`src/rtl/hx8352_init_seq_pkg.sv`:
```
// Shared definitions for the HX8352 power-up sequencer: ROM command codes,
// sequencer state encoding and millisecond-to-cycle conversion.
package hx8352_pkg;

   localparam logic [7:0] CMD_CUSTOM_DELAY = 8'hFE;
   localparam logic [7:0] CMD_CUSTOM_DONE  = 8'hFF;

   typedef enum logic [3:0] {
      S_IDLE,
      S_RST_LOW,
      S_RST_WAIT,
      S_FETCH,
      S_LATCH,
      S_DECODE,
      S_WR_IDX,
      S_WR_DAT,
      S_DELAY,
      S_DONE
   } state_t;

   function automatic int unsigned ms_cycles(input int unsigned ms, input int unsigned freq);
      return ms * (freq / 1000);
   endfunction

endpackage

```
`src/rtl/hx8352_init_seq_ms_timer.sv`:
```
// Millisecond timer: a load pulse arms an 8-bit ms down-counter driven by a
// MS_DIV-cycle prescaler; expired is high during the final cycle and afterwards.
module ms_timer #(
   parameter int unsigned MS_DIV = 50_000
) (
   input  logic       clk,
   input  logic       rst,
   input  logic       load,
   input  logic [7:0] ms,
   output logic       expired
);

   localparam int unsigned PW = (MS_DIV > 1) ? $clog2(MS_DIV) : 1;
   localparam logic [PW-1:0] PRESC_MAX = PW'(MS_DIV - 1);

   logic [PW-1:0] presc;
   logic [7:0]    cnt;

   always_ff @(posedge clk) begin
      if (rst) begin
         presc <= '0;
         cnt   <= '0;
      end else if (load) begin
         presc <= PRESC_MAX;
         cnt   <= ms;
      end else if (cnt != '0) begin
         if (presc == '0) begin
            presc <= PRESC_MAX;
            cnt   <= cnt - 8'd1;
         end else begin
            presc <= presc - PW'(1);
         end
      end
   end

   // Flagged one cycle early so the owner's state change lands on the last cycle.
   always_comb begin
      expired = (cnt == '0) || ((cnt == 8'd1) && (presc == '0));
   end

endmodule

```
`src/rtl/hx8352_init_seq.sv`:
```
// HX8352 power-up sequencer: pulses the panel reset, then walks the init ROM
// issuing index/data bus beats and executing delay/terminator entries locally.
module hx8352_init_seq
   import hx8352_pkg::*;
#(
   parameter int unsigned CLK_FREQ_HZ = 50_000_000,
   parameter int unsigned RST_LOW_MS  = 10,
   parameter int unsigned RST_WAIT_MS = 120,
   parameter int unsigned ADDR_W      = 8
) (
   input  logic              clk,
   input  logic              rst,
   input  logic              start,
   output logic [ADDR_W-1:0] rom_addr,
   input  logic [15:0]       rom_data,
   output logic              bus_valid,
   output logic              bus_rs,
   output logic [7:0]        bus_data,
   input  logic              bus_ready,
   output logic              lcd_rst_n,
   output logic              busy,
   output logic              done,
   output logic              error
);

   localparam int unsigned MS_DIV = ms_cycles(1, CLK_FREQ_HZ);

   state_t            state, state_n;
   logic [ADDR_W-1:0] addr_n;
   logic [7:0]        cmd, cmd_n, arg, arg_n;
   logic              err_n, rstn_n, advance;
   logic              tmr_load, tmr_exp;
   logic [7:0]        tmr_ms;

   ms_timer #(.MS_DIV(MS_DIV)) u_timer (
      .clk     (clk),
      .rst     (rst),
      .load    (tmr_load),
      .ms      (tmr_ms),
      .expired (tmr_exp)
   );

   always_ff @(posedge clk) begin
      if (rst) begin
         state     <= S_IDLE;
         rom_addr  <= '0;
         cmd       <= '0;
         arg       <= '0;
         error     <= 1'b0;
         lcd_rst_n <= 1'b1;
      end else begin
         state     <= state_n;
         rom_addr  <= addr_n;
         cmd       <= cmd_n;
         arg       <= arg_n;
         error     <= err_n;
         lcd_rst_n <= rstn_n;
      end
   end

   always_comb begin
      state_n   = state;
      addr_n    = rom_addr;
      cmd_n     = cmd;
      arg_n     = arg;
      err_n     = error;
      rstn_n    = lcd_rst_n;
      advance   = 1'b0;
      tmr_load  = 1'b0;
      tmr_ms    = '0;
      bus_valid = 1'b0;
      bus_rs    = 1'b0;
      bus_data  = '0;

      case (state)
         S_IDLE, S_DONE: begin
            if (start) begin
               err_n    = 1'b0;
               rstn_n   = 1'b0;
               tmr_load = 1'b1;
               tmr_ms   = 8'(RST_LOW_MS);
               state_n  = S_RST_LOW;
            end
         end
         S_RST_LOW: begin
            if (tmr_exp) begin
               rstn_n   = 1'b1;
               tmr_load = 1'b1;
               tmr_ms   = 8'(RST_WAIT_MS);
               state_n  = S_RST_WAIT;
            end
         end
         S_RST_WAIT: begin
            if (tmr_exp) begin
               addr_n  = '0;
               state_n = S_FETCH;
            end
         end
         S_FETCH: state_n = S_LATCH;
         S_LATCH: begin
            cmd_n   = rom_data[15:8];
            arg_n   = rom_data[7:0];
            state_n = S_DECODE;
         end
         S_DECODE: begin
            if (cmd == CMD_CUSTOM_DONE) begin
               state_n = S_DONE;
            end else if (cmd == CMD_CUSTOM_DELAY) begin
               if (arg == '0) begin
                  advance = 1'b1;
               end else begin
                  tmr_load = 1'b1;
                  tmr_ms   = arg;
                  state_n  = S_DELAY;
               end
            end else begin
               state_n = S_WR_IDX;
            end
         end
         S_WR_IDX: begin
            bus_valid = 1'b1;
            bus_data  = cmd;
            if (bus_ready) state_n = S_WR_DAT;
         end
         S_WR_DAT: begin
            bus_valid = 1'b1;
            bus_rs    = 1'b1;
            bus_data  = arg;
            if (bus_ready) advance = 1'b1;
         end
         S_DELAY: begin
            if (tmr_exp) advance = 1'b1;
         end
         default: state_n = S_IDLE;
      endcase

      // Shared end-of-entry step for data beats, zero delays and elapsed delays.
      if (advance) begin
         if (rom_addr == '1) begin
            err_n   = 1'b1;
            state_n = S_DONE;
         end else begin
            addr_n  = rom_addr + ADDR_W'(1);
            state_n = S_FETCH;
         end
      end
   end

   always_comb begin
      busy = (state != S_IDLE) && (state != S_DONE);
      done = (state == S_DONE);
   end

endmodule

```
`config.mk`:
```
export PLATFORM = sky130hd
export DESIGN_NAME = hx8352_init_seq
export DESIGN_NICKNAME = d
export VERILOG_FILES = /design/src/rtl/hx8352_init_seq_pkg.sv /design/src/rtl/hx8352_init_seq_ms_timer.sv /design/src/rtl/hx8352_init_seq.sv
export SDC_FILE = /design/constraint.sdc
export NUM_CORES = 1
export LEC_CHECK = 0
export BUFFER_PORTS_ARGS = -buffer_cell sky130_fd_sc_hd__buf_2
export CAP_MARGIN = 20
export CORE_AREA = 2 2 72 142
export DETAILED_ROUTE_END_ITERATION = 10
export DIE_AREA = 0 0 74 144
export PLACE_DENSITY = 0.55
export SYNTH_ARGS = -nofsm -noshare
export SYNTH_HDL_FRONTEND = slang
export SYNTH_HIERARCHICAL = 1
export SYNTH_SLANG_ARGS = --single-unit
```
`constraint.sdc`:
```
create_clock -name clk -period 3.8 [get_ports clk]
set_input_delay 0.38 -clock clk [delete_from_list [all_inputs] [get_ports clk]]
set_output_delay 0.38 -clock clk [all_outputs]
set_load 0.005 [all_outputs]
```
==> report_table.html, run 1 <==
<table>
<tr><th>Metric</th><th>Value</th></tr>
<tr><th colspan="2">Outcome</th></tr>
<tr><td>Outcome</td><td>finished, final reports clean</td></tr>
<tr><th colspan="2">Route</th></tr>
<tr><td>1st-pass router iterations</td><td>4</td></tr>
<tr><td>Drt initial violations</td><td>184</td></tr>
<tr><td>Total via count in the routed design</td><td>approximately 3,100</td></tr>
<tr><td>Aggregate routed wire length</td><td>9030 um</td></tr>
<tr><td>Number of nets still failing antenna checks after routing</td><td>0</td></tr>
<tr><td>Drt wl/cell</td><td>approximately 16 um</td></tr>
<tr><td>Post-detailed-route DRC marker count</td><td>0</td></tr>
<tr><td>Number of vias per cell</td><td>~5.3</td></tr>
<tr><th colspan="2">Floorplanning</th></tr>
<tr><td>Floorplan core area</td><td>about 0.0096 mm^2</td></tr>
<tr><td>Starting density of the core</td><td>0.337</td></tr>
<tr><td>Die footprint</td><td>between 0.01 and 0.015 mm^2</td></tr>
<tr><td>Total I/O pin count</td><td>42</td></tr>
<tr><td>Standard-cell row count</td><td>51</td></tr>
<tr><td>Die height</td><td>around 140 um</td></tr>
<tr><td>X dimension of the die</td><td>between 70 and 80 um</td></tr>
<tr><th colspan="2">Finish</th></tr>
<tr><td>Share of layout cells above drive strength 1</td><td>0.178</td></tr>
<tr><td>Post-route design area</td><td>approximately 0.0037 mm^2</td></tr>
<tr><td>Antenna fix cells</td><td>0</td></tr>
<tr><td>Final net count</td><td>about 470</td></tr>
<tr><td>Final core utilization</td><td>0.381</td></tr>
<tr><td>Area overhead of the layout relative to synthesis</td><td>13.1%</td></tr>
<tr><td>Filler-free cell count of the finished design</td><td>approximately 580</td></tr>
<tr><th colspan="2">STA</th></tr>
<tr><td>Unrepaired setup endpoints after global routing</td><td>no</td></tr>
<tr><td>Minimum period implied by the final worst setup slack</td><td>3.18 ns</td></tr>
<tr><td>Largest clock skew in the final design</td><td>approximately 0.0066 ns</td></tr>
<tr><td>Final setup viols</td><td>0</td></tr>
<tr><td>Final WS setup</td><td>~0.6 ns</td></tr>
<tr><td>Setup total negative slack</td><td>0 ns</td></tr>
<tr><td>Worst slew pin tran</td><td>0.977 ns</td></tr>
<tr><td>Tightest slew margin relative to the limit</td><td>0.349</td></tr>
<tr><td>Max-slew violations</td><td>0</td></tr>
<tr><td>Fmax</td><td>around 0.31 GHz</td></tr>
<tr><td>Portion of the clock cycle consumed by the worst path in the final layout</td><td>0.837</td></tr>
<tr><td>Hold Violations, Final</td><td>0</td></tr>
<tr><th colspan="2">Synth</th></tr>
<tr><td>Total number of yosys warnings</td><td>6</td></tr>
<tr><td>Portion of the post-synthesis area used by sequential elements</td><td>0.333</td></tr>
<tr><td>Synth async-reset ratio</td><td>0</td></tr>
<tr><td>Synth Register Bits</td><td>54</td></tr>
<tr><td>Synth Area per Inst</td><td>between 7 and 8 um^2</td></tr>
<tr><td>Total nets after synthesis</td><td>440</td></tr>
<tr><td>Mapped cell area</td><td>~0.0032 mm^2</td></tr>
<tr><td>Count of cell types in the netlist</td><td>65</td></tr>
<tr><td>EDFF count, synth</td><td>0</td></tr>
<tr><td>Most used flip-flop cell after synthesis</td><td>sky130_fd_sc_hd__dfxtp_1</td></tr>
<tr><td>Post-synthesis cell count</td><td>between 400 and 500</td></tr>
<tr><th colspan="2">Placed design</th></tr>
<tr><td>Post-Place Cells</td><td>roughly 570</td></tr>
<tr><td>Final HPWL DP</td><td>between 6000 and 7000 um</td></tr>
<tr><td>Gpl congestion</td><td>approximately 0.81</td></tr>
<tr><td>Cell Area, Placed</td><td>0.00352 mm^2</td></tr>
<tr><td>Port Buffer Count</td><td>about 40</td></tr>
<tr><td>Post-placement worst setup slack</td><td>around 0.67 ns</td></tr>
<tr><th colspan="2">Min path</th></tr>
<tr><td>Hold WC Path Type</td><td>in -&gt; reg</td></tr>
<tr><th colspan="2">CTS</th></tr>
<tr><td>Number of H-tree levels</td><td>2</td></tr>
<tr><td>Clock tree from TritonCTS</td><td>yes</td></tr>
<tr><td>Cells resized by post-CTS repair</td><td>0</td></tr>
<tr><td>Post-CTS clock slew at the launch and capture registers of the worst setup and hold paths</td><td>0.07 ns</td></tr>
<tr><td>CTS root buffer</td><td>sky130_fd_sc_hd__clkbuf_16</td></tr>
<tr><td>Worst-skew pair later-pin latency</td><td>around 0.3 ns</td></tr>
<tr><td>Longest Clk Path Bufs</td><td>2</td></tr>
<tr><td>Number of clock sinks seen by CTS</td><td>54</td></tr>
<tr><td>Number of setup buffers added after CTS</td><td>0</td></tr>
<tr><td>Total clock buffers created by CTS</td><td>5</td></tr>
<tr><td>Count of hold-fix buffers inserted at cts</td><td>0</td></tr>
<tr><th colspan="2">GRT</th></tr>
<tr><td>Total routing resource utilization after global routing</td><td>0.181</td></tr>
<tr><td>Maximum number of pins on one net before global-route repair</td><td>between 50 and 60</td></tr>
<tr><td>Remaining Overflow, GRT</td><td>0</td></tr>
<tr><td>First-pass GRT wire length</td><td>~15,000 um</td></tr>
<tr><td>Vias in the first global route</td><td>3,111</td></tr>
<tr><td>Antenna violations before repair</td><td>0</td></tr>
<tr><th colspan="2">Critical path</th></tr>
<tr><td>Kind of launch point of the worst setup path</td><td>flop</td></tr>
<tr><td>Crit end category</td><td>flop</td></tr>
<tr><td>Startpoint-to-endpoint class of the critical path</td><td>reg -&gt; reg</td></tr>
<tr><td>Biggest fanout along the worst timing path</td><td>11</td></tr>
<tr><td>Worst path arrival time</td><td>3.37 ns</td></tr>
<tr><td>Required @ worst endpoint</td><td>roughly 4.0 ns</td></tr>
<tr><th colspan="2">Power and ir drop</th></tr>
<tr><td>Pwr per Cell Area</td><td>~750 mW/mm^2</td></tr>
<tr><td>Leakage</td><td>around 1.4 nW</td></tr>
<tr><td>Maximum VDD drop</td><td>roughly 380 uV</td></tr>
<tr><th colspan="2">Flow run</th></tr>
<tr><td>Max-cap violation count</td><td>0</td></tr>
</table>
## through the flow
step / hold WS [ns] / power (mW)
final: 0.311 / 2.74
after floorplan: 0.449 / 1.92
after detailed placement: 0.445 / 2.27
after CTS: 0.308 / 2.75
after global placement: 0.443 / 2.26
after global routing: 0.330 / 2.95
## cell families after synthesis
| family | after synthesis | share of synthesized area |
|---|---|---|
| muxes | 8 | 0.0247 |
| adders and majority gates | 5 | 0.0193 |
| buffers and inverters | 38 | 0.0566 |
| xor gates and xnor gates | 8 | 0.0216 |
| DFF | 54 | 0.333 |
| AOI/OAI and AO/OA | 93 | 0.180 |
| and+or+nand+nor | 209 | 0.365 |
## state kept, by name, indices dropped and copies added, names as in the netlist
name           flops
rom_addr           8
state              4
u_timer/cnt        8
error              1
lcd_rst_n          1
arg                8
u_timer/presc     16
cmd                8
## Yosys cell counts, types with 2 or more instances
cell type,n,area [um^2]
sky130_fd_sc_hd__nand3_1,10,50.1
sky130_fd_sc_hd__a211oi_1,3,22.5
sky130_fd_sc_hd__nand3b_1,7,52.6
sky130_fd_sc_hd__nor3b_1,2,15.0
sky130_fd_sc_hd__a221oi_1,2,17.5
sky130_fd_sc_hd__a311oi_1,2,17.5
sky130_fd_sc_hd__nand4b_1,3,26.3
sky130_fd_sc_hd__o21ai_0,15,75.1
sky130_fd_sc_hd__nor4_4,4,85.1
sky130_fd_sc_hd__o211ai_1,3,22.5
sky130_fd_sc_hd__a31oi_1,3,18.8
sky130_fd_sc_hd__o21ai_1,5,25.0
sky130_fd_sc_hd__a21oi_1,43,215
sky130_fd_sc_hd__nand4_2,2,25.0
sky130_fd_sc_hd__buf_6,2,22.5
sky130_fd_sc_hd__buf_4,4,30.0
sky130_fd_sc_hd__nand4_1,4,25.0
sky130_fd_sc_hd__and2_1,6,37.5
sky130_fd_sc_hd__xnor2_1,4,35.0
sky130_fd_sc_hd__nor2_1,34,128
sky130_fd_sc_hd__nor2b_1,7,43.8
sky130_fd_sc_hd__or3_1,3,18.8
sky130_fd_sc_hd__nor3_2,3,30.0
sky130_fd_sc_hd__and3_1,8,50.1
sky130_fd_sc_hd__xor2_1,4,35.0
sky130_fd_sc_hd__or4_1,4,30.0
sky130_fd_sc_hd__dfxtp_1,54,1080
sky130_fd_sc_hd__nor4_1,7,43.8
sky130_fd_sc_hd__mux2i_1,8,80.1
sky130_fd_sc_hd__buf_2,5,25.0
sky130_fd_sc_hd__nand2b_1,4,25.0
sky130_fd_sc_hd__clkbuf_1,14,52.6
sky130_fd_sc_hd__and3_2,2,15.0
sky130_fd_sc_hd__or4_4,2,22.5
sky130_fd_sc_hd__nor4b_1,3,26.3
sky130_fd_sc_hd__inv_1,11,41.3
sky130_fd_sc_hd__ha_1,5,62.6
sky130_fd_sc_hd__o21bai_1,3,22.5
sky130_fd_sc_hd__nor3_1,21,105
sky130_fd_sc_hd__nand2_1,64,240
## layout make-up
class | instances | area [um^2]
Clock buffer | 6 | 139
Tap cell | 132 | 165
Sequential cell | 54 | 1080
Timing Repair Buffer | 47 | 250
Clock inverter | 2 | 12.5
Inverter | 11 | 41.3
Multi-Input combinational cell | 323 | 1980
Fill cell | 1037 | 5960
## where the power goes
group / internal, mW / switching [mW]
combinational: 0.520 / 0.870
clock: 0.262 / 0.215
sequential: 0.690 / 0.186
## worst max-delay path: stages (launching register included)
cell and delay (ns):
sky130_fd_sc_hd__dfxtp_1 0.34, sky130_fd_sc_hd__inv_1 0.09, sky130_fd_sc_hd__ha_1 0.16, sky130_fd_sc_hd__nor3b_1 0.37
sky130_fd_sc_hd__and4_2 0.43, sky130_fd_sc_hd__a21oi_1 0.09, sky130_fd_sc_hd__nor2_1 0.26, sky130_fd_sc_hd__nand3_1 0.26
sky130_fd_sc_hd__nand3_1 0.23, sky130_fd_sc_hd__buf_4 0.21, sky130_fd_sc_hd__inv_1 0.15, sky130_fd_sc_hd__and4_1 0.23
sky130_fd_sc_hd__a2111oi_0 0.24
## layer usage
metal | part of all wire | vias up | global-route usage
met4 | 0.020 | 0 | 0.0641
li1 | - | 1544 | -
met5 | 0 | - | 0
met3 | 0.025 | 13 | 0.0237
met1 | 0.36 | 1463 | 0.170
met2 | 0.59 | 56 | 0.372
## worst paths after layout
| path | start | to | slack [ns] | cells after the start |
|---|---|---|---|---|
| max | u_timer/presc[0] | u_timer/cnt[2] | 0.62 | 12 |
| min | rom_data[13] | cmd[5] | 0.31 | 3 |
| max reg2reg | u_timer/presc[0] | u_timer/cnt[2] | 0.62 | 12 |
| min reg2reg | error | error | 0.45 | 2 |
## cells in the final DEF, fill, tap and decap left out, types with 8 or more instances in the layout
| master | n |
|---|---|
| sky130_fd_sc_hd__nor3_1 | 21 |
| sky130_fd_sc_hd__buf_2 | 41 |
| sky130_fd_sc_hd__mux2i_1 | 8 |
| sky130_fd_sc_hd__nor2_1 | 34 |
| sky130_fd_sc_hd__o21ai_0 | 15 |
| sky130_fd_sc_hd__nand3_1 | 10 |
| sky130_fd_sc_hd__nand2_1 | 64 |
| sky130_fd_sc_hd__inv_1 | 11 |
| sky130_fd_sc_hd__a21oi_1 | 43 |
| sky130_fd_sc_hd__dfxtp_1 | 54 |
| sky130_fd_sc_hd__and3_1 | 8 |
No activity file was read; power rests on OpenSTA's default activity.
==> inputs of run 2 (changes only) <==
- ABC_AREA: not set -> 1
- CORE_AREA: 2 2 72 142 -> 2 2 73 144
- DIE_AREA: 0 0 74 144 -> 0 0 75 146
- PLACE_DENSITY: 0.55 -> 0.56
- clock period: 3.8 -> 3.04 ns (I/O delays scaled with it)
==> run 2 against run 1 <==
  * Register-to-register slack worse by 0.26 ns
  * Synthesized cell count increased by 28%
  * Design area grew 4.5%
  * Area after synthesis rose by 3.7%
  * Clock skew is 0.0061 ns higher
  * Power increased by 26%
  * Non-clock buffer count shrank 4
  * Maximum frequency up 19%
  * Critical endpoint is now u_timer/presc[13]
  * Sequential power grew 21%
  * Largest power group unchanged
==> report_table.html, run 2 <==
<table>
<tr><th>Metric</th><th>Value</th></tr>
<tr><th colspan="2">Finish</th></tr>
<tr><td>Area overhead of the layout relative to synthesis</td><td>14.0%</td></tr>
<tr><td>Number of flip-flops in the largest register</td><td>16</td></tr>
<tr><td>Filler cell count in the final layout</td><td>between 1,000 and 1,500</td></tr>
<tr><td>Largest Register</td><td>u_timer/presc</td></tr>
<tr><td>Most common cell after layout, fill and taps aside</td><td>sky130_fd_sc_hd__nand2_1</td></tr>
<tr><td>Final net count</td><td>just under 600</td></tr>
<tr><td>Share of layout cells above drive strength 1</td><td>0.154</td></tr>
<tr><td>Leading cell types in the layout, fill and taps excluded</td><td>sky130_fd_sc_hd__nand2_1 (122), sky130_fd_sc_hd__nor2_1 (103), sky130_fd_sc_hd__inv_1 (58)</td></tr>
<tr><td>Antenna fix cells</td><td>0</td></tr>
<tr><th colspan="2">Critical path</th></tr>
<tr><td>Dominant cell type by count on the critical path</td><td>sky130_fd_sc_hd__inv_1</td></tr>
<tr><td>Gate family responsible for the most delay along the worst path</td><td>simple AND/OR/NAND/NOR gates</td></tr>
<tr><td>Kind of launch point of the worst setup path</td><td>flop</td></tr>
<tr><td>Biggest fanout along the worst timing path</td><td>15</td></tr>
<tr><td>Required @ worst endpoint</td><td>around 3.3 ns</td></tr>
<tr><td>Startpoint-to-endpoint class of the critical path</td><td>reg -&gt; reg</td></tr>
<tr><td>CP Buf/Inv Count</td><td>3</td></tr>
<tr><td>Crit end category</td><td>flop</td></tr>
<tr><td>Slowest cell on the critical path</td><td>sky130_fd_sc_hd__dfxtp_1</td></tr>
<tr><td>Critical path's largest stage delay</td><td>roughly 0.37 ns</td></tr>
<tr><td>Worst path arrival time</td><td>between 2 and 3 ns</td></tr>
<tr><td>Crit-path cells</td><td>inv_1 &gt; ha_1 &gt; nand2_2 &gt; nand2_1 &gt; inv_1 &gt; nor2_1 &gt; a21oi_1 &gt; o21ai_0 &gt; inv_1 &gt; nand3_4 &gt; nand2_4 &gt; nand2_1 &gt; nor2_1</td></tr>
<tr><th colspan="2">Synth</th></tr>
<tr><td>Synth Register Bits</td><td>54</td></tr>
<tr><td>Post-synthesis cell count</td><td>approximately 530</td></tr>
<tr><td>Total number of yosys warnings</td><td>6</td></tr>
<tr><td>Top cells by instance count after synthesis</td><td>sky130_fd_sc_hd__nand2_1 (122), sky130_fd_sc_hd__nor2_1 (103), sky130_fd_sc_hd__inv_1 (58), sky130_fd_sc_hd__dfxtp_1 (54), sky130_fd_sc_hd__o21ai_0 (40)</td></tr>
<tr><td>EDFF count, synth</td><td>0</td></tr>
<tr><td>Synth top area cells</td><td>sky130_fd_sc_hd__dfxtp_1 (32%), sky130_fd_sc_hd__nand2_1 (14%), sky130_fd_sc_hd__nor2_1 (11%)</td></tr>
<tr><td>Most used flip-flop cell after synthesis</td><td>sky130_fd_sc_hd__dfxtp_1</td></tr>
<tr><td>Top cell type's share of synthesized area</td><td>0.321</td></tr>
<tr><td>Mapped cell area</td><td>roughly 0.0034 mm^2</td></tr>
<tr><td>Top-count cell post-synth</td><td>sky130_fd_sc_hd__nand2_1</td></tr>
<tr><td>Synth async-reset ratio</td><td>0</td></tr>
<tr><td>Total nets after synthesis</td><td>about 560</td></tr>
<tr><td>Library cell with the largest summed area after synthesis</td><td>sky130_fd_sc_hd__dfxtp_1</td></tr>
<tr><td>Synth Area per Inst</td><td>~6.3 um^2</td></tr>
<tr><td>Count of cell types in the netlist</td><td>34</td></tr>
<tr><td>Portion of the post-synthesis area used by sequential elements</td><td>0.321</td></tr>
<tr><th colspan="2">Route</th></tr>
<tr><td>Routed length on met3</td><td>around 300 um</td></tr>
<tr><td>Met2 wirelength from detailed routing</td><td>5430 um</td></tr>
<tr><td>Highest routed metal layer</td><td>met4</td></tr>
<tr><td>Drt wl/cell</td><td>between 10 and 15 um</td></tr>
<tr><td>Number of vias per cell</td><td>approximately 4.8</td></tr>
<tr><td>Total via count in the routed design</td><td>approximately 3,400</td></tr>
<tr><td>Drt initial violations</td><td>about 240</td></tr>
<tr><td>Number of nets still failing antenna checks after routing</td><td>0</td></tr>
<tr><td>1st-pass router iterations</td><td>5</td></tr>
<tr><td>Aggregate routed wire length</td><td>between 9000 and 10,000 um</td></tr>
<tr><td>Wire length on met1</td><td>~3200 um</td></tr>
<tr><td>Post-detailed-route DRC marker count</td><td>0</td></tr>
<tr><th colspan="2">Placed design</th></tr>
<tr><td>Final HPWL DP</td><td>around 7400 um</td></tr>
<tr><td>Gpl congestion</td><td>about 0.90</td></tr>
<tr><td>Port Buffer Count</td><td>between 40 and 50</td></tr>
<tr><th colspan="2">CTS</th></tr>
<tr><td>Count of hold-fix buffers inserted at cts</td><td>0</td></tr>
<tr><td>Number of clock sinks seen by CTS</td><td>54</td></tr>
<tr><td>Total clock buffers created by CTS</td><td>5</td></tr>
<tr><td>CTS root buffer</td><td>sky130_fd_sc_hd__clkbuf_16</td></tr>
<tr><td>Worst-skew pair later-pin latency</td><td>around 0.30 ns</td></tr>
<tr><td>Cells resized by post-CTS repair</td><td>0</td></tr>
<tr><td>Number of H-tree levels</td><td>2</td></tr>
<tr><td>Longest Clk Path Bufs</td><td>2</td></tr>
<tr><td>Post-CTS clock slew at the launch and capture registers of the worst setup and hold paths</td><td>about 0.080 ns</td></tr>
<tr><td>Number of setup buffers added after CTS</td><td>0</td></tr>
<tr><td>Clock tree from TritonCTS</td><td>yes</td></tr>
<tr><th colspan="2">STA</th></tr>
<tr><td>Tightest slew margin relative to the limit</td><td>0.498</td></tr>
<tr><td>Max-slew violations</td><td>0</td></tr>
<tr><td>Largest clock skew in the final design</td><td>roughly 0.013 ns</td></tr>
<tr><td>Unrepaired setup endpoints after global routing</td><td>no</td></tr>
<tr><td>Final setup viols</td><td>0</td></tr>
<tr><td>Worst slew pin tran</td><td>0.752 ns</td></tr>
<tr><td>Setup total negative slack</td><td>0 ns</td></tr>
<tr><td>Minimum period implied by the final worst setup slack</td><td>roughly 2.7 ns</td></tr>
<tr><td>Fmax</td><td>between 0.3 and 0.4 GHz</td></tr>
<tr><td>Portion of the clock cycle consumed by the worst path in the final layout</td><td>0.882</td></tr>
<tr><td>Hold Violations, Final</td><td>0</td></tr>
<tr><th colspan="2">Power and ir drop</th></tr>
<tr><td>Pwr per Cell Area</td><td>between 800 and 900 mW/mm^2</td></tr>
<tr><td>Total power consumption of the routed design</td><td>between 3 and 4 mW</td></tr>
<tr><td>Leakage</td><td>1.79 nW</td></tr>
<tr><td>Maximum VDD drop</td><td>295 uV</td></tr>
<tr><th colspan="2">GRT</th></tr>
<tr><td>Remaining Overflow, GRT</td><td>0</td></tr>
<tr><td>Vias in the first global route</td><td>~3,200</td></tr>
<tr><td>Total routing resource utilization after global routing</td><td>0.178</td></tr>
<tr><td>Antenna violations before repair</td><td>0</td></tr>
<tr><td>First-pass GRT wire length</td><td>between 15,000 and 20,000 um</td></tr>
<tr><td>Maximum number of pins on one net before global-route repair</td><td>27</td></tr>
<tr><th colspan="2">Floorplanning</th></tr>
<tr><td>Die height</td><td>around 150 um</td></tr>
<tr><td>X dimension of the die</td><td>about 75 um</td></tr>
<tr><td>Total I/O pin count</td><td>42</td></tr>
<tr><td>Floorplan core area</td><td>0.00976 mm^2</td></tr>
<tr><td>Die footprint</td><td>approximately 0.011 mm^2</td></tr>
<tr><td>Starting density of the core</td><td>0.345</td></tr>
<tr><td>Standard-cell row count</td><td>51</td></tr>
<tr><th colspan="2">Outcome</th></tr>
<tr><td>Outcome</td><td>finished, final reports clean</td></tr>
<tr><th colspan="2">Min path</th></tr>
<tr><td>Hold WC Path Type</td><td>in -&gt; reg</td></tr>
<tr><th colspan="2">Flow run</th></tr>
<tr><td>Max-cap violation count</td><td>0</td></tr>
</table>
## run 2: cell types whose count changed after synthesis, moves of 11 or more
cell / delta
sky130_fd_sc_hd__clkbuf_1: -11
sky130_fd_sc_hd__nor3_1: -17
sky130_fd_sc_hd__o21ai_0: +25
sky130_fd_sc_hd__nand2_1: +58
sky130_fd_sc_hd__inv_1: +47
sky130_fd_sc_hd__nor2_1: +69
sky130_fd_sc_hd__nand3_1: +29
sky130_fd_sc_hd__a21oi_1: -19
## run 2: where the power goes
group	switching, mW	leakage [nW]	total, mW	internal [mW]
clock	0.273	0.0842	0.664	0.391
combinational	1.13	1.27	1.72	0.583
sequential	0.190	0.441	1.06	0.875
## run 2: metal layers
metal	up-vias	GRT usage
met5	-	0
met1	1512	0.176
met2	78	0.339
met4	0	0.0813
met3	22	0.0235
li1	1757	-
## run 2: worst paths after layout
kind                            slack (ns)                 to              from  cells after the start
worst max-delay path                  0.36  u_timer/presc[13]    u_timer/cnt[0]                     13
worst min-delay path                  0.22             cmd[7]      rom_data[15]                      3
worst max register to register        0.36  u_timer/presc[13]    u_timer/cnt[0]                     13
worst min register to register        0.45   u_timer/presc[0]  u_timer/presc[0]                      1
## run 2: worst min-delay path: cells and delay by family
family	cells	cell delay (ns)
buffers and inverters	1	0.07
and+or+nand+nor	2	0.11
## run 2: logic make-up after synthesis
| logic type | count (synthesis) | synth area share |
|---|---|---|
| and+or+nand+nor | 307 | 0.413 |
| AOI/OAI and AO/OA | 79 | 0.124 |
| buffers and inverters | 75 | 0.0948 |
| DFF | 54 | 0.321 |
| xor gates and xnor gates | 11 | 0.0286 |
| adders and majority gates | 5 | 0.0186 |
## run 2: through the flow
step                      hold WS (ns)  instance area, um^2   util  cells  worst slack [ns]
after floorplan                  0.373                 3370      -    531             0.896
after global placement           0.440                 3670  0.376    694             0.500
after detailed placement         0.448                 3670  0.376    694             0.378
after CTS                        0.220                 3840  0.393    702             0.330
after global routing             0.224                 3840  0.393    702            0.0265
final                            0.221                 3840  0.393    702             0.359
## run 2: cell type report
| cell class | instances | area [um^2] | area share |
|---|---|---|---|
| Clock buffer | 5 | 125 | 0.0326 |
| Clock inverter | 3 | 43.8 | 0.0114 |
| Inverter | 63 | 236 | 0.0616 |
| Multi-Input combinational cell | 402 | 1970 | 0.512 |
| Sequential cell | 54 | 1080 | 0.282 |
| Tap cell | 132 | 165 | 0.0430 |
| Timing Repair Buffer | 43 | 220 | 0.0574 |
==> inputs of run 3 (changes only) <==
- CORE_AREA: 2 2 73 144 -> 2 2 74 146
- DIE_AREA: 0 0 75 146 -> 0 0 76 148
- PLACE_DENSITY: 0.56 -> 0.55
- SYNTH_HIERARCHICAL: 1 -> not set
==> run 3 against run 2 <==
  * Register-to-register slack better by 0.69 ns
  * Clock power down 8.0%
  * Critical path depth decreased by 4
  * Area after synthesis grew 2.3%
  * Synthesized cell count decreased by 2.8%
  * Die area up 2.7%
  * Largest power group unchanged
==> report_table.html, run 3 <==
<table>
<tr><th>Metric</th><th>Value</th></tr>
<tr><th colspan="2">Synth</th></tr>
<tr><td>EDFF count, synth</td><td>0</td></tr>
<tr><td>Synth top area cells</td><td>sky130_fd_sc_hd__dfxtp_1 (31%), sky130_fd_sc_hd__nor2_1 (9.9%), sky130_fd_sc_hd__nand2_1 (9.6%)</td></tr>
<tr><td>Post-synthesis cell count</td><td>between 500 and 600</td></tr>
<tr><td>Synth Area per Inst</td><td>roughly 6.7 um^2</td></tr>
<tr><td>Total number of yosys warnings</td><td>0</td></tr>
<tr><td>Top-count cell post-synth</td><td>sky130_fd_sc_hd__nor2_1</td></tr>
<tr><td>Synth Register Bits</td><td>54</td></tr>
<tr><td>Library cell with the largest summed area after synthesis</td><td>sky130_fd_sc_hd__dfxtp_1</td></tr>
<tr><td>Count of cell types in the netlist</td><td>39</td></tr>
<tr><td>Portion of the post-synthesis area used by sequential elements</td><td>0.314</td></tr>
<tr><td>Top cells by instance count after synthesis</td><td>sky130_fd_sc_hd__nor2_1 (91), sky130_fd_sc_hd__nand2_1 (88), sky130_fd_sc_hd__inv_1 (62), sky130_fd_sc_hd__dfxtp_1 (54), sky130_fd_sc_hd__nand3_1 (42)</td></tr>
<tr><td>Most used flip-flop cell after synthesis</td><td>sky130_fd_sc_hd__dfxtp_1</td></tr>
<tr><td>Mapped cell area</td><td>roughly 0.0034 mm^2</td></tr>
<tr><td>Top cell type's share of synthesized area</td><td>0.314</td></tr>
<tr><td>Total nets after synthesis</td><td>between 500 and 600</td></tr>
<tr><td>Synth async-reset ratio</td><td>0</td></tr>
<tr><th colspan="2">Placed design</th></tr>
<tr><td>Post-Place Cells</td><td>679</td></tr>
<tr><td>Post-placement worst setup slack</td><td>between 1 and 1.5 ns</td></tr>
<tr><td>Port Buffer Count</td><td>between 40 and 50</td></tr>
<tr><td>Gpl congestion</td><td>roughly 0.87</td></tr>
<tr><td>Final HPWL DP</td><td>7360 um</td></tr>
<tr><th colspan="2">Critical path</th></tr>
<tr><td>Gate family responsible for the most delay along the worst path</td><td>simple AND/OR/NAND/NOR gates</td></tr>
<tr><td>Biggest fanout along the worst timing path</td><td>19</td></tr>
<tr><td>Beginning of the worst register-to-register path</td><td>u_timer.cnt[0]</td></tr>
<tr><td>Slowest cell on the critical path</td><td>sky130_fd_sc_hd__nand4_2</td></tr>
<tr><td>CP Buf/Inv Count</td><td>1</td></tr>
<tr><td>Dominant cell type by count on the critical path</td><td>sky130_fd_sc_hd__nand2_4</td></tr>
<tr><td>Kind of launch point of the worst setup path</td><td>flop</td></tr>
<tr><td>Worst reg-to-reg setup slack</td><td>between 1 and 1.5 ns</td></tr>
<tr><td>Destination of the worst register-to-register timing path</td><td>u_timer.presc[6]</td></tr>
<tr><td>Crit end category</td><td>flop</td></tr>
<tr><td>R2R depth</td><td>9</td></tr>
<tr><td>Startpoint-to-endpoint class of the critical path</td><td>reg -&gt; reg</td></tr>
<tr><td>Required @ worst endpoint</td><td>between 3 and 4 ns</td></tr>
<tr><td>Crit-path cells</td><td>inv_1 &gt; ha_1 &gt; nand4_2 &gt; nand2_4 &gt; nand2_4 &gt; nand2_4 &gt; nor2_2 &gt; nand2_1 &gt; a21oi_2</td></tr>
<tr><td>Cell count along the critical path</td><td>9</td></tr>
<tr><td>Worst path arrival time</td><td>between 2 and 2.5 ns</td></tr>
<tr><td>Critical path's largest stage delay</td><td>just under 0.4 ns</td></tr>
<tr><th colspan="2">Route</th></tr>
<tr><td>Drt initial violations</td><td>173</td></tr>
<tr><td>1st-pass router iterations</td><td>4</td></tr>
<tr><td>Aggregate routed wire length</td><td>slightly above 9000 um</td></tr>
<tr><td>Drt wl/cell</td><td>roughly 13 um</td></tr>
<tr><td>Number of vias per cell</td><td>4.81</td></tr>
<tr><td>Total via count in the routed design</td><td>approximately 3,300</td></tr>
<tr><td>Post-detailed-route DRC marker count</td><td>0</td></tr>
<tr><td>Number of nets still failing antenna checks after routing</td><td>0</td></tr>
<tr><th colspan="2">Floorplanning</th></tr>
<tr><td>Starting density of the core</td><td>0.341</td></tr>
<tr><td>Floorplan core area</td><td>between 0.01 and 0.015 mm^2</td></tr>
<tr><td>Total I/O pin count</td><td>42</td></tr>
<tr><td>X dimension of the die</td><td>~76 um</td></tr>
<tr><td>Die height</td><td>148 um</td></tr>
<tr><td>Die footprint</td><td>approximately 0.011 mm^2</td></tr>
<tr><td>Standard-cell row count</td><td>52</td></tr>
<tr><th colspan="2">Finish</th></tr>
<tr><td>Filler-free cell count of the finished design</td><td>approximately 700</td></tr>
<tr><td>Leading cell types in the layout, fill and taps excluded</td><td>sky130_fd_sc_hd__nor2_1 (91), sky130_fd_sc_hd__nand2_1 (88), sky130_fd_sc_hd__inv_1 (62)</td></tr>
<tr><td>Final net count</td><td>between 500 and 600</td></tr>
<tr><td>Share of layout cells above drive strength 1</td><td>0.179</td></tr>
<tr><td>Number of flip-flops in the largest register</td><td>16</td></tr>
<tr><td>Area overhead of the layout relative to synthesis</td><td>12.9%</td></tr>
<tr><td>Most common cell after layout, fill and taps aside</td><td>sky130_fd_sc_hd__nor2_1</td></tr>
<tr><td>Largest Register</td><td>u_timer.presc</td></tr>
<tr><td>Antenna fix cells</td><td>0</td></tr>
<tr><th colspan="2">Min path</th></tr>
<tr><td>Number of cells traversed by the worst hold path</td><td>3</td></tr>
<tr><td>Worst hold path endpoint</td><td>cmd[6]</td></tr>
<tr><td>Hold WC Path Type</td><td>in -&gt; reg</td></tr>
<tr><td>Hold Startpoint</td><td>rom_data[14]</td></tr>
<tr><th colspan="2">CTS</th></tr>
<tr><td>Worst-skew pair later-pin latency</td><td>about 0.3 ns</td></tr>
<tr><td>Count of hold-fix buffers inserted at cts</td><td>0</td></tr>
<tr><td>Number of setup buffers added after CTS</td><td>0</td></tr>
<tr><td>Number of clock sinks seen by CTS</td><td>54</td></tr>
<tr><td>Total clock buffers created by CTS</td><td>5</td></tr>
<tr><td>Post-CTS clock slew at the launch and capture registers of the worst setup and hold paths</td><td>roughly 0.080 ns</td></tr>
<tr><td>Cells resized by post-CTS repair</td><td>0</td></tr>
<tr><td>Clock tree from TritonCTS</td><td>yes</td></tr>
<tr><td>Number of H-tree levels</td><td>2</td></tr>
<tr><td>Longest Clk Path Bufs</td><td>2</td></tr>
<tr><td>CTS root buffer</td><td>sky130_fd_sc_hd__clkbuf_16</td></tr>
<tr><th colspan="2">STA</th></tr>
<tr><td>Max-slew violations</td><td>0</td></tr>
<tr><td>Final setup viols</td><td>0</td></tr>
<tr><td>Unrepaired setup endpoints after global routing</td><td>no</td></tr>
<tr><td>Min Hold Slack</td><td>between 0.2 and 0.25 ns</td></tr>
<tr><td>Portion of the clock cycle consumed by the worst path in the final layout</td><td>0.656</td></tr>
<tr><td>Minimum period implied by the final worst setup slack</td><td>roughly 2 ns</td></tr>
<tr><td>Hold Violations, Final</td><td>0</td></tr>
<tr><td>Final WS setup</td><td>around 1.0 ns</td></tr>
<tr><td>Largest clock skew in the final design</td><td>around 0.0094 ns</td></tr>
<tr><td>Tightest slew margin relative to the limit</td><td>0.576</td></tr>
<tr><td>Fmax</td><td>0.502 GHz</td></tr>
<tr><td>Worst slew pin tran</td><td>between 0.6 and 0.7 ns</td></tr>
<tr><td>Setup total negative slack</td><td>0 ns</td></tr>
<tr><th colspan="2">Outcome</th></tr>
<tr><td>Outcome</td><td>finished, final reports clean</td></tr>
<tr><th colspan="2">Power and ir drop</th></tr>
<tr><td>Switching part of the total</td><td>0.469</td></tr>
<tr><td>Switching power total</td><td>1.58 mW</td></tr>
<tr><td>Part of the power in registers</td><td>0.311</td></tr>
<tr><td>Pwr per Cell Area</td><td>866 mW/mm^2</td></tr>
<tr><td>Maximum VDD drop</td><td>315 uV</td></tr>
<tr><td>Logic gate share of total power</td><td>0.507</td></tr>
<tr><td>Cell-internal power</td><td>between 1.5 and 2 mW</td></tr>
<tr><td>Leakage</td><td>between 1.5 and 2 nW</td></tr>
<tr><td>Clk pwr share</td><td>0.181</td></tr>
<tr><th colspan="2">GRT</th></tr>
<tr><td>Maximum number of pins on one net before global-route repair</td><td>25</td></tr>
<tr><td>First-pass GRT wire length</td><td>approximately 15,000 um</td></tr>
<tr><td>Total routing resource utilization after global routing</td><td>0.165</td></tr>
<tr><td>Remaining Overflow, GRT</td><td>0</td></tr>
<tr><td>Vias in the first global route</td><td>approximately 3,200</td></tr>
<tr><td>Antenna violations before repair</td><td>0</td></tr>
<tr><th colspan="2">Flow run</th></tr>
<tr><td>Max-cap violation count</td><td>0</td></tr>
</table>
[run 3: cell type report]
cell class,count,area [um^2]
Timing Repair Buffer,42,213
Sequential cell,54,1080
Inverter,67,251
Tap cell,135,169
Clock buffer,6,139
Fill cell,1125,6200
Clock inverter,2,16.3
Multi-Input combinational cell,381,2020
[run 3: per-layer routing]
| layer | GRT usage | vias to the layer above | part of all wire |
|---|---|---|---|
| met5 | 0 | - | 0 |
| met3 | 0.0177 | 23 | 0.020 |
| met2 | 0.340 | 52 | 0.58 |
| li1 | - | 1719 | - |
| met1 | 0.151 | 1511 | 0.36 |
| met4 | 0.0927 | 0 | 0.043 |
[run 3: worst max-delay path by stage]
stage / start / slack, ns / end
final: u_timer.cnt[0] / 1.05 / u_timer.presc[6]
after global routing: u_timer.cnt[0] / 0.86 / u_timer.presc[3]
after CTS: u_timer.cnt[0] / 1.03 / u_timer.presc[3]
after detailed placement: u_timer.cnt[0] / 1.05 / u_timer.presc[3]
after global placement: u_timer.cnt[0] / 1.10 / rom_addr[6]
after floorplan: u_timer.cnt[0] / 1.50 / u_timer.presc[13]
[run 3: power by group through the flow]
stage	Sequential (mW)	Combinational (mW)	Clock, mW
global placement	1.06	1.70	0
global route	1.07	1.93	0.645
finish	1.05	1.71	0.611
detailed placement	1.06	1.71	0
floorplan	0.996	1.44	0
CTS	1.04	1.72	0.629
[run 3: logic make-up (layout without fill, tap and decap cells)]
kind of cell | after synthesis | count (layout) | share of synthesized area
xor+xnor | 13 | 13 | 0.0331
compound gates | 82 | 82 | 0.132
simple gates | 280 | 280 | 0.399
buf+inv | 81 | 117 | 0.100
flops | 54 | 54 | 0.314
fa+ha+maj | 6 | 6 | 0.0218
[run 3: worst register-to-register path: stages, from the launching register on]
cell	delay (ns)
sky130_fd_sc_hd__dfxtp_1	0.32
sky130_fd_sc_hd__inv_1	0.13
sky130_fd_sc_hd__ha_1	0.19
sky130_fd_sc_hd__nand4_2	0.39
sky130_fd_sc_hd__nand2_4	0.26
sky130_fd_sc_hd__nand2_4	0.18
sky130_fd_sc_hd__nand2_4	0.20
sky130_fd_sc_hd__nor2_2	0.07
sky130_fd_sc_hd__nand2_1	0.09
sky130_fd_sc_hd__a21oi_2	0.05
[run 3: per-stage QoR]
step                      utilization  cell area [um^2]  power, mW
final                           0.385              3890       3.37
after global routing            0.385              3890       3.64
after CTS                       0.385              3890       3.39
after detailed placement        0.370              3730       2.77
after global placement          0.370              3730       2.76
after floorplan                     -              3440       2.44
